File: src/rtl/udt_pkg.sv
// Shared constants, FSM state type and helpers for the UDT control-packet encoder.
// Control type codes follow the UDT wire format.
package udt_pkg;

    localparam logic [3:0] UDT_HANDSHAKE = 4'd0;
    localparam logic [3:0] UDT_KEEPALIVE = 4'd1;
    localparam logic [3:0] UDT_ACK       = 4'd2;
    localparam logic [3:0] UDT_NAK       = 4'd3;
    localparam logic [3:0] UDT_SHUTDOWN  = 4'd5;
    localparam logic [3:0] UDT_ACK2      = 4'd6;

    localparam int unsigned WORD_BITS = 32;
    localparam logic [7:0]  KEEP_FULL = 8'hFF;
    localparam logic [7:0]  KEEP_HALF = 8'h0F;

    typedef enum logic [1:0] {
        ST_IDLE    = 2'd0,
        ST_HDR0    = 2'd1,
        ST_HDR1    = 2'd2,
        ST_PAYLOAD = 2'd3
    } enc_state_e;

    function automatic logic [3:0] pl_words(input logic [3:0] req_type,
                                            input logic       light,
                                            input logic       nak_range);
        logic [3:0] n;
        case (req_type)
            UDT_HANDSHAKE: n = 4'd12;
            UDT_ACK:       n = light ? 4'd1 : 4'd6;
            UDT_NAK:       n = nak_range ? 4'd2 : 4'd1;
            default:       n = 4'd0;
        endcase
        return n;
    endfunction

    function automatic logic type_supported(input logic [3:0] req_type);
        logic ok;
        case (req_type)
            UDT_HANDSHAKE, UDT_KEEPALIVE, UDT_ACK,
            UDT_NAK, UDT_SHUTDOWN, UDT_ACK2: ok = 1'b1;
            default:                         ok = 1'b0;
        endcase
        return ok;
    endfunction

    function automatic logic [31:0] be32(input logic [31:0] x);
        return {x[7:0], x[15:8], x[23:16], x[31:24]};
    endfunction

    function automatic logic [31:0] hdr_w0(input logic [3:0] req_type);
        return {1'b1, 11'd0, req_type, 16'h0000};
    endfunction

endpackage

File: src/rtl/udt_ctrl_encode_if.sv
// Request bus and AXI-Stream output of the UDT control encoder.
// The encoder is the slave of requests and the master of the stream; modport names follow the request side.
interface udt_ctrl_encode_if #(
    parameter int unsigned MAX_PL_WORDS = 12
) ();
    logic                        req_valid;
    logic                        req_ready;
    logic [3:0]                  req_type;
    logic                        req_light;
    logic                        req_nak_range;
    logic [31:0]                 req_add_info;
    logic [31:0]                 req_dst_sock_id;
    logic [32*MAX_PL_WORDS-1:0]  req_data;
    logic [63:0]                 out_tdata;
    logic [7:0]                  out_tkeep;
    logic                        out_tvalid;
    logic                        out_tready;
    logic                        out_tlast;

    modport slave (
        input  req_valid, req_type, req_light, req_nak_range,
               req_add_info, req_dst_sock_id, req_data, out_tready,
        output req_ready, out_tdata, out_tkeep, out_tvalid, out_tlast
    );

    modport master (
        output req_valid, req_type, req_light, req_nak_range,
               req_add_info, req_dst_sock_id, req_data, out_tready,
        input  req_ready, out_tdata, out_tkeep, out_tvalid, out_tlast
    );
endinterface

File: src/rtl/udt_us_timer.sv
// Free-running microsecond timestamp: a clock prescaler feeding a 32-bit wrapping counter.
// Shared with the receive-side RTT logic.
module udt_us_timer #(
    parameter int unsigned CLK_PER_US = 156
) (
    input  logic        clk_i,
    input  logic        rst_ni,
    output logic [31:0] ts_o
);
    localparam logic [9:0] PRESC_LAST = 10'(CLK_PER_US - 32'd1);

    logic [9:0]  presc_q;
    logic [31:0] ts_q;

    // Prescaler and timestamp counter; the counter wraps naturally at 2^32.
    always_ff @(posedge clk_i or negedge rst_ni) begin
        if (!rst_ni) begin
            presc_q <= 10'd0;
            ts_q    <= 32'h0000_0000;
        end else if (presc_q == PRESC_LAST) begin
            presc_q <= 10'd0;
            ts_q    <= ts_q + 32'd1;
        end else begin
            presc_q <= presc_q + 10'd1;
        end
    end

    assign ts_o = ts_q;
endmodule

File: src/rtl/udt_ctrl_encode.sv
// UDT control-packet encoder: captures a request, then streams the 128-bit header
// and the per-type payload as 64-bit big-endian AXI-Stream beats.
module udt_ctrl_encode
    import udt_pkg::*;
#(
    parameter int unsigned CLK_PER_US   = 156,
    parameter int unsigned MAX_PL_WORDS = 12
) (
    input  logic             core_clk,
    input  logic             core_rst_n,
    udt_ctrl_encode_if.slave bus,
    output logic             err_unsupported,
    output logic [31:0]      ts_now
);
    enc_state_e     state_q;
    logic           req_ready_q;
    logic           tvalid_q;
    logic           tlast_q;
    logic           err_q;
    logic [63:0]    tdata_q;
    logic [7:0]     tkeep_q;
    logic [31:0]    dst_q;
    logic [31:0]    ts_lat_q;
    logic [3:0]     n_q;
    logic [3:0]     idx_q;
    logic [31:0]    pl_q [MAX_PL_WORDS];

    logic [31:0]    req_pl_s [MAX_PL_WORDS];
    logic           accept_s;
    logic           beat_done_s;
    logic [3:0]     idx_hi_s;
    logic [3:0]     idx_next_s;
    logic [31:0]    pay_lo_s;
    logic [31:0]    pay_hi_s;
    logic [7:0]     pay_keep_s;
    logic           pay_last_s;

    udt_us_timer #(.CLK_PER_US(CLK_PER_US)) u_timer (
        .clk_i  (core_clk),
        .rst_ni (core_rst_n),
        .ts_o   (ts_now)
    );

    assign accept_s    = (state_q == ST_IDLE) && req_ready_q && bus.req_valid;
    assign beat_done_s = tvalid_q && bus.out_tready;

    // Unpack the request payload; NAK word0 bit31 encodes single-loss vs range.
    always_comb begin
        for (int i = 0; i < MAX_PL_WORDS; i++) begin
            req_pl_s[i] = bus.req_data[WORD_BITS*i +: WORD_BITS];
        end
        if (bus.req_type == UDT_NAK) begin
            req_pl_s[0][31] = bus.req_nak_range;
        end else begin
            req_pl_s[0][31] = bus.req_data[31];
        end
    end

    // Next payload beat at idx_q; an odd final word leaves the upper half empty.
    always_comb begin
        idx_hi_s   = idx_q + 4'd1;
        idx_next_s = idx_q + 4'd2;
        pay_lo_s   = pl_q[idx_q];
        if (idx_hi_s < n_q) begin
            pay_hi_s   = pl_q[idx_hi_s];
            pay_keep_s = KEEP_FULL;
        end else begin
            pay_hi_s   = 32'h0000_0000;
            pay_keep_s = KEEP_HALF;
        end
        pay_last_s = (idx_next_s >= n_q);
    end

    // Packet FSM with registered stream outputs; outputs move only on a beat handshake.
    always_ff @(posedge core_clk or negedge core_rst_n) begin
        if (!core_rst_n) begin
            state_q     <= ST_IDLE;
            req_ready_q <= 1'b0;
            tvalid_q    <= 1'b0;
            tlast_q     <= 1'b0;
            err_q       <= 1'b0;
            tdata_q     <= 64'h0;
            tkeep_q     <= 8'h00;
            dst_q       <= 32'h0000_0000;
            ts_lat_q    <= 32'h0000_0000;
            n_q         <= 4'd0;
            idx_q       <= 4'd0;
            for (int i = 0; i < MAX_PL_WORDS; i++) begin
                pl_q[i] <= 32'h0000_0000;
            end
        end else begin
            err_q <= 1'b0;
            case (state_q)
                ST_IDLE: begin
                    req_ready_q <= 1'b1;
                    if (accept_s) begin
                        if (type_supported(bus.req_type)) begin
                            req_ready_q <= 1'b0;
                            state_q     <= ST_HDR0;
                            tvalid_q    <= 1'b1;
                            tlast_q     <= 1'b0;
                            tkeep_q     <= KEEP_FULL;
                            tdata_q     <= {be32(bus.req_add_info), be32(hdr_w0(bus.req_type))};
                            dst_q       <= bus.req_dst_sock_id;
                            ts_lat_q    <= ts_now;
                            n_q         <= pl_words(bus.req_type, bus.req_light, bus.req_nak_range);
                            idx_q       <= 4'd0;
                            pl_q        <= req_pl_s;
                        end else begin
                            err_q <= 1'b1;
                        end
                    end
                end
                ST_HDR0: begin
                    if (beat_done_s) begin
                        state_q <= ST_HDR1;
                        tdata_q <= {be32(dst_q), be32(ts_lat_q)};
                        tkeep_q <= KEEP_FULL;
                        tlast_q <= (n_q == 4'd0);
                    end
                end
                ST_HDR1, ST_PAYLOAD: begin
                    if (beat_done_s) begin
                        if (tlast_q) begin
                            state_q     <= ST_IDLE;
                            req_ready_q <= 1'b1;
                            tvalid_q    <= 1'b0;
                            tlast_q     <= 1'b0;
                            tdata_q     <= 64'h0;
                            tkeep_q     <= 8'h00;
                        end else begin
                            state_q <= ST_PAYLOAD;
                            tdata_q <= {be32(pay_hi_s), be32(pay_lo_s)};
                            tkeep_q <= pay_keep_s;
                            tlast_q <= pay_last_s;
                            idx_q   <= idx_next_s;
                        end
                    end
                end
                default: begin
                    state_q     <= ST_IDLE;
                    req_ready_q <= 1'b0;
                    tvalid_q    <= 1'b0;
                    tlast_q     <= 1'b0;
                end
            endcase
        end
    end

    assign bus.req_ready   = req_ready_q;
    assign bus.out_tvalid  = tvalid_q;
    assign bus.out_tdata   = tdata_q;
    assign bus.out_tkeep   = tkeep_q;
    assign bus.out_tlast   = tlast_q;
    assign err_unsupported = err_q;
endmodule

File: src/flat_wrapper.sv
// flat-port wrapper written by rule: the top's interface ports become plain ports
module udt_ctrl_encode_flat import udt_pkg::*;
#(
    parameter int unsigned CLK_PER_US   = 156,
    parameter int unsigned MAX_PL_WORDS = 12
)
  (core_clk, core_rst_n, err_unsupported, ts_now, bus_req_valid, bus_req_type, bus_req_light, bus_req_nak_range, bus_req_add_info, bus_req_dst_sock_id, bus_req_data, bus_out_tready, bus_req_ready, bus_out_tdata, bus_out_tkeep, bus_out_tvalid, bus_out_tlast);
  udt_ctrl_encode_if #(.MAX_PL_WORDS(MAX_PL_WORDS)) bus_i ();
  input  logic core_clk;
  input  logic core_rst_n;
  output logic err_unsupported;
  output logic [31:0] ts_now;
  input wire logic [$bits(bus_i.req_valid)-1:0] bus_req_valid;
  input wire logic [$bits(bus_i.req_type)-1:0] bus_req_type;
  input wire logic [$bits(bus_i.req_light)-1:0] bus_req_light;
  input wire logic [$bits(bus_i.req_nak_range)-1:0] bus_req_nak_range;
  input wire logic [$bits(bus_i.req_add_info)-1:0] bus_req_add_info;
  input wire logic [$bits(bus_i.req_dst_sock_id)-1:0] bus_req_dst_sock_id;
  input wire logic [$bits(bus_i.req_data)-1:0] bus_req_data;
  input wire logic [$bits(bus_i.out_tready)-1:0] bus_out_tready;
  output wire logic [$bits(bus_i.req_ready)-1:0] bus_req_ready;
  output wire logic [$bits(bus_i.out_tdata)-1:0] bus_out_tdata;
  output wire logic [$bits(bus_i.out_tkeep)-1:0] bus_out_tkeep;
  output wire logic [$bits(bus_i.out_tvalid)-1:0] bus_out_tvalid;
  output wire logic [$bits(bus_i.out_tlast)-1:0] bus_out_tlast;
  assign bus_i.req_valid = bus_req_valid;
  assign bus_i.req_type = bus_req_type;
  assign bus_i.req_light = bus_req_light;
  assign bus_i.req_nak_range = bus_req_nak_range;
  assign bus_i.req_add_info = bus_req_add_info;
  assign bus_i.req_dst_sock_id = bus_req_dst_sock_id;
  assign bus_i.req_data = bus_req_data;
  assign bus_i.out_tready = bus_out_tready;
  assign bus_req_ready = bus_i.req_ready;
  assign bus_out_tdata = bus_i.out_tdata;
  assign bus_out_tkeep = bus_i.out_tkeep;
  assign bus_out_tvalid = bus_i.out_tvalid;
  assign bus_out_tlast = bus_i.out_tlast;
  udt_ctrl_encode #(.CLK_PER_US(CLK_PER_US), .MAX_PL_WORDS(MAX_PL_WORDS)) u_core (.core_clk(core_clk), .core_rst_n(core_rst_n), .bus(bus_i), .err_unsupported(err_unsupported), .ts_now(ts_now));
endmodule
File: config.mk
export PLATFORM = sky130hd
export DESIGN_NAME = udt_ctrl_encode_flat
export DESIGN_NICKNAME = d
export VERILOG_FILES = /design/src/rtl/udt_pkg.sv /design/src/rtl/udt_ctrl_encode_if.sv /design/src/rtl/udt_us_timer.sv /design/src/rtl/udt_ctrl_encode.sv /design/src/flat_wrapper.sv
export SDC_FILE = /design/constraint.sdc
export NUM_CORES = 1
export LEC_CHECK = 0
export ABC_AREA = 1
export ABC_CLOCK_PERIOD_IN_PS = 5900
export CORE_ASPECT_RATIO = 1.1
export CORE_MARGIN = 2
export CORE_UTILIZATION = 30
export DETAILED_ROUTE_END_ITERATION = 16
export GPL_TIMING_DRIVEN = 0
export PLACE_DENSITY_LB_ADDON = 0.15
export SLEW_MARGIN = 20
export SYNTH_ARGS = -nofsm -noshare
export SYNTH_HDL_FRONTEND = slang
export SYNTH_SLANG_ARGS = --single-unit
File: constraint.sdc
create_clock -name core_clk -period 5.9 [get_ports core_clk]
set_input_delay 1.18 -clock core_clk [delete_from_list [all_inputs] [get_ports core_clk]]
set_output_delay 1.18 -clock core_clk [all_outputs]
set_load 0.02 [all_outputs]
==> results_dict.tcl <==
set metrics [dict create \
    die_w_um 290.0 \
    synth_top_area_cell "dfrtp_1" \
    grt_pass1_vias 26355 \
    io_pins 566 \
    slew_viol_final 0 \
    path_class "in2reg" \
    first_pass_iters 5 \
    initial_core_util_pct 30.21 \
    hold_buffers 0 \
    cp_max_fo 10 \
    skew_ps 36.67 \
    cp.required_ps 6460 \
    drt_drc_violations_left 0 \
    path_clk_slew_ps 60 \
    clk_path_buf_depth 3 \
    relSlewSlack_pct 29.40 \
    insertion_delay_ps 630 \
    vias_per_cell 4.732 \
    io_buffers 565 \
    status "completed" \
    cts_resized 0 \
    setup_tns_ps 0 \
    vdd_drop_max_mv 0.1975 \
    nets 4696 \
    ys_ff_latch 569 \
    place_hpwl_mm 96.42 \
    seq_area_frac_synth_pct 52.75 \
    post_route_cells_drive_above_1_share_pct 6.595 \
    worst_ep_arrival_time_ps 3700 \
    grt_antenna_before_repair 24 \
    yosysTopAreaCellShare_pct 52.75 \
    gp_congestion 0.8982 \
    antenna_left 0 \
    detail_route.wirelength_mm 122.4 \
    synthFlopType "dfrtp_1" \
    endpoint_kind "register" \
    grt_use_total_pct 26.42 \
    synthDistinctLibCells 34 \
    max_freq_mhz 318.1 \
    gr-total-overflow 0 \
    async_flop_share_pct 100.0 \
    area_growth_pct 35.77 \
    grt_max_degree 93 \
    yosysWarnings 0 \
    dieHeight_um 318.6 \
    cts_tree "yes" \
    cts_buffers 70 \
    hold_viol_final 0 \
    drv_cap 0 \
    final.period_utilization_pct 53.29 \
    min_period_ps 3144 \
    multi_input_area_um2 10810 \
    htree_levels 3 \
    setup_viol 0 \
    cts.sinks 569 \
    core_area_um2 89350 \
    root_buffer "clkbuf_16" \
    synthCells 3585 \
    final.hold.worst_slack_ps 409.5 \
    synth_nets 4052 \
    grt_pass1_wl_mm 178.3 \
    cts_setup_buffers 0 \
    dieArea_um2 92400 \
    grt_setup_unrepaired "false" \
    synth_edf_count 0 \
    synthTopCellsByArea "dfrtp_1 (53%), nand2_1 (25%), o21ai_0 (4.2%), nand3_1 (3.4%), inv_1 (3.3%)" \
    leakage_uw 0.01790 \
    via_count 25803 \
    worstMarginPinSlew_ps 1059 \
    avgSynthCellArea_um2 7.530 \
    row_count 115 \
    power.total_uw 8796 \
    pwr_density_cell_nw_per_um2 240.0 \
    fill_cells 9435 \
    startpoint_type "input pin" \
    drtIter0Drc 1803 \
    wire_per_inst_um 22.44 \
    min_path_type "in2async" \
    seqCellArea_um2 14240 \
    synth_area_um2 26990 \
]
area by class of cell:
cell class                      instances  area share (%)
Sequential cell                       569           38.85
Clock buffer                          104           5.801
Tap cell                             1170           3.995
Timing Repair Buffer                  572           15.97
Buffer                                207           2.800
Antenna cell                            7         0.04780
Inverter                              244           2.506
Clock inverter                         15          0.5292
Multi-Input combinational cell       2565           29.50
registers in the layout (all words and copies together), names as in the netlist:
name	flops
u_core.pl_q	384
u_core.bus.out_tdata	64
u_core.dst_q	32
u_core.ts_lat_q	32
u_core.u_timer.ts_o	32
u_core.u_timer.presc_q	10
u_core.n_q	4
u_core.idx_q	3
u_core.bus.out_tkeep	2
u_core.state_q	2
u_core.bus.out_tlast	1
u_core.bus.out_tvalid	1
u_core.bus.req_ready	1
u_core.err_unsupported	1
path summary, 6_finish.rpt:
| kind | from | endpoint | slack [ps] | cells after the start |
|---|---|---|---|---|
| max | bus_req_type[0] | u_core.pl_q[158]$_DFFE_PN0P_ | 2760 | 9 |
| max in group asynchronous | core_rst_n | u_core.u_timer.presc_q[9]$_DFF_PN0_ | 3880 | 4 |
| min in group core_clk | u_core.pl_q[70]$_DFFE_PN0P_ | u_core.pl_q[70]$_DFFE_PN0P_ | 470 | 2 |
| min reg2reg | u_core.pl_q[70]$_DFFE_PN0P_ | u_core.pl_q[70]$_DFFE_PN0P_ | 470 | 2 |
| min | core_rst_n | u_core.pl_q[168]$_DFFE_PN0P_ | 410 | 1 |
| max reg2reg | u_core.idx_q[1]$_DFFE_PN0P_ | u_core.bus.out_tdata[38]$_DFFE_PN0P_ | 2800 | 10 |
logic make-up (layout without fill, tap and decap cells):
family	after synthesis	in the layout	share of synthesized area, %
AND/OR/NAND/NOR	2158	2158	31.44
flip-flops	569	569	52.75
buffers and inverters	451	1142	7.203
AO/OA/AOI/OAI	381	381	7.643
XOR/XNOR	17	17	0.5516
adder cells (fa/ha/maj)	9	9	0.4172
other	0	7	0
layer usage:
metal | part of all wire (%) | track usage, % | vias up | wire length, um
met2 | 47 | 44.09 | 813 | 58010
met3 | 6.7 | 5.604 | 178 | 8145
li1 | - | - | 12408 | -
met1 | 42 | 33.53 | 12370 | 51570
met5 | 0.18 | 0 | - | 218
met4 | 3.6 | 10.12 | 34 | 4416
Yosys cell counts (2+ instances only):
master and n:
xor2_1 14, buf_2 85, inv_2 5, nand2_1 1764, nor2_2 2, buf_1 14, a21oi_1 40, inv_1 237
nand3b_1 3, a31oi_1 3, nor2_1 155, buf_6 2, nor3_1 6, nand4_1 4, dfrtp_1 569, buf_4 34
nand3_1 181, o21ai_0 228, o21a_1 3, xnor2_1 3, nand2_2 2, o21ai_1 49, clkbuf_1 72, or2_2 37
o211ai_1 56, ha_1 9
layout by cell type (no fill, tap or decap), drive strengths merged:
master,instances
nand2,1766
dfrtp,569
clkdlybuf4s50,564
o21ai,277
inv,245
nand3,182
clkbuf,176
nor2,158
buf,143
o211ai,56
a21oi,40
or2,37
xor2,14
clkinv,10
ha,9
diode,7
nor3,6
nand4,4
bufinv,4
nand3b,3
a31oi,3
o21a,3
xnor2,3
nor3b,1
a22o,1
nor4,1
o22ai,1
where the power goes:
part | total, uW | internal [uW] | switching [uW]
combinational | 452 | 278 | 174
sequential | 3900 | 3900 | 0
clock | 4440 | 2660 | 1780
through the flow:
stage | setup WS [ps] | instances | cell area (um^2) | util (%)
after floorplan | 3651 | 3585 | 26990 | -
after CTS | 2744 | 5446 | 36630 | 40.99
after global placement | -23870 | 5320 | 34110 | 38.18
after global routing | 2548 | 5449 | 36640 | 41.00
after detailed placement | 2143 | 5327 | 34310 | 38.40
final | 2756 | 5453 | 36650 | 41.01
critical path: stages:
cell and delay, ps:
clkdlybuf4s50_1 570, inv_1 110, nand2_1 100, nand3_1 150
nand3_4 180, buf_2 350, clkbuf_1 830, nand2_1 110
nand2_1 110
(Power assumes the default switching activity.)
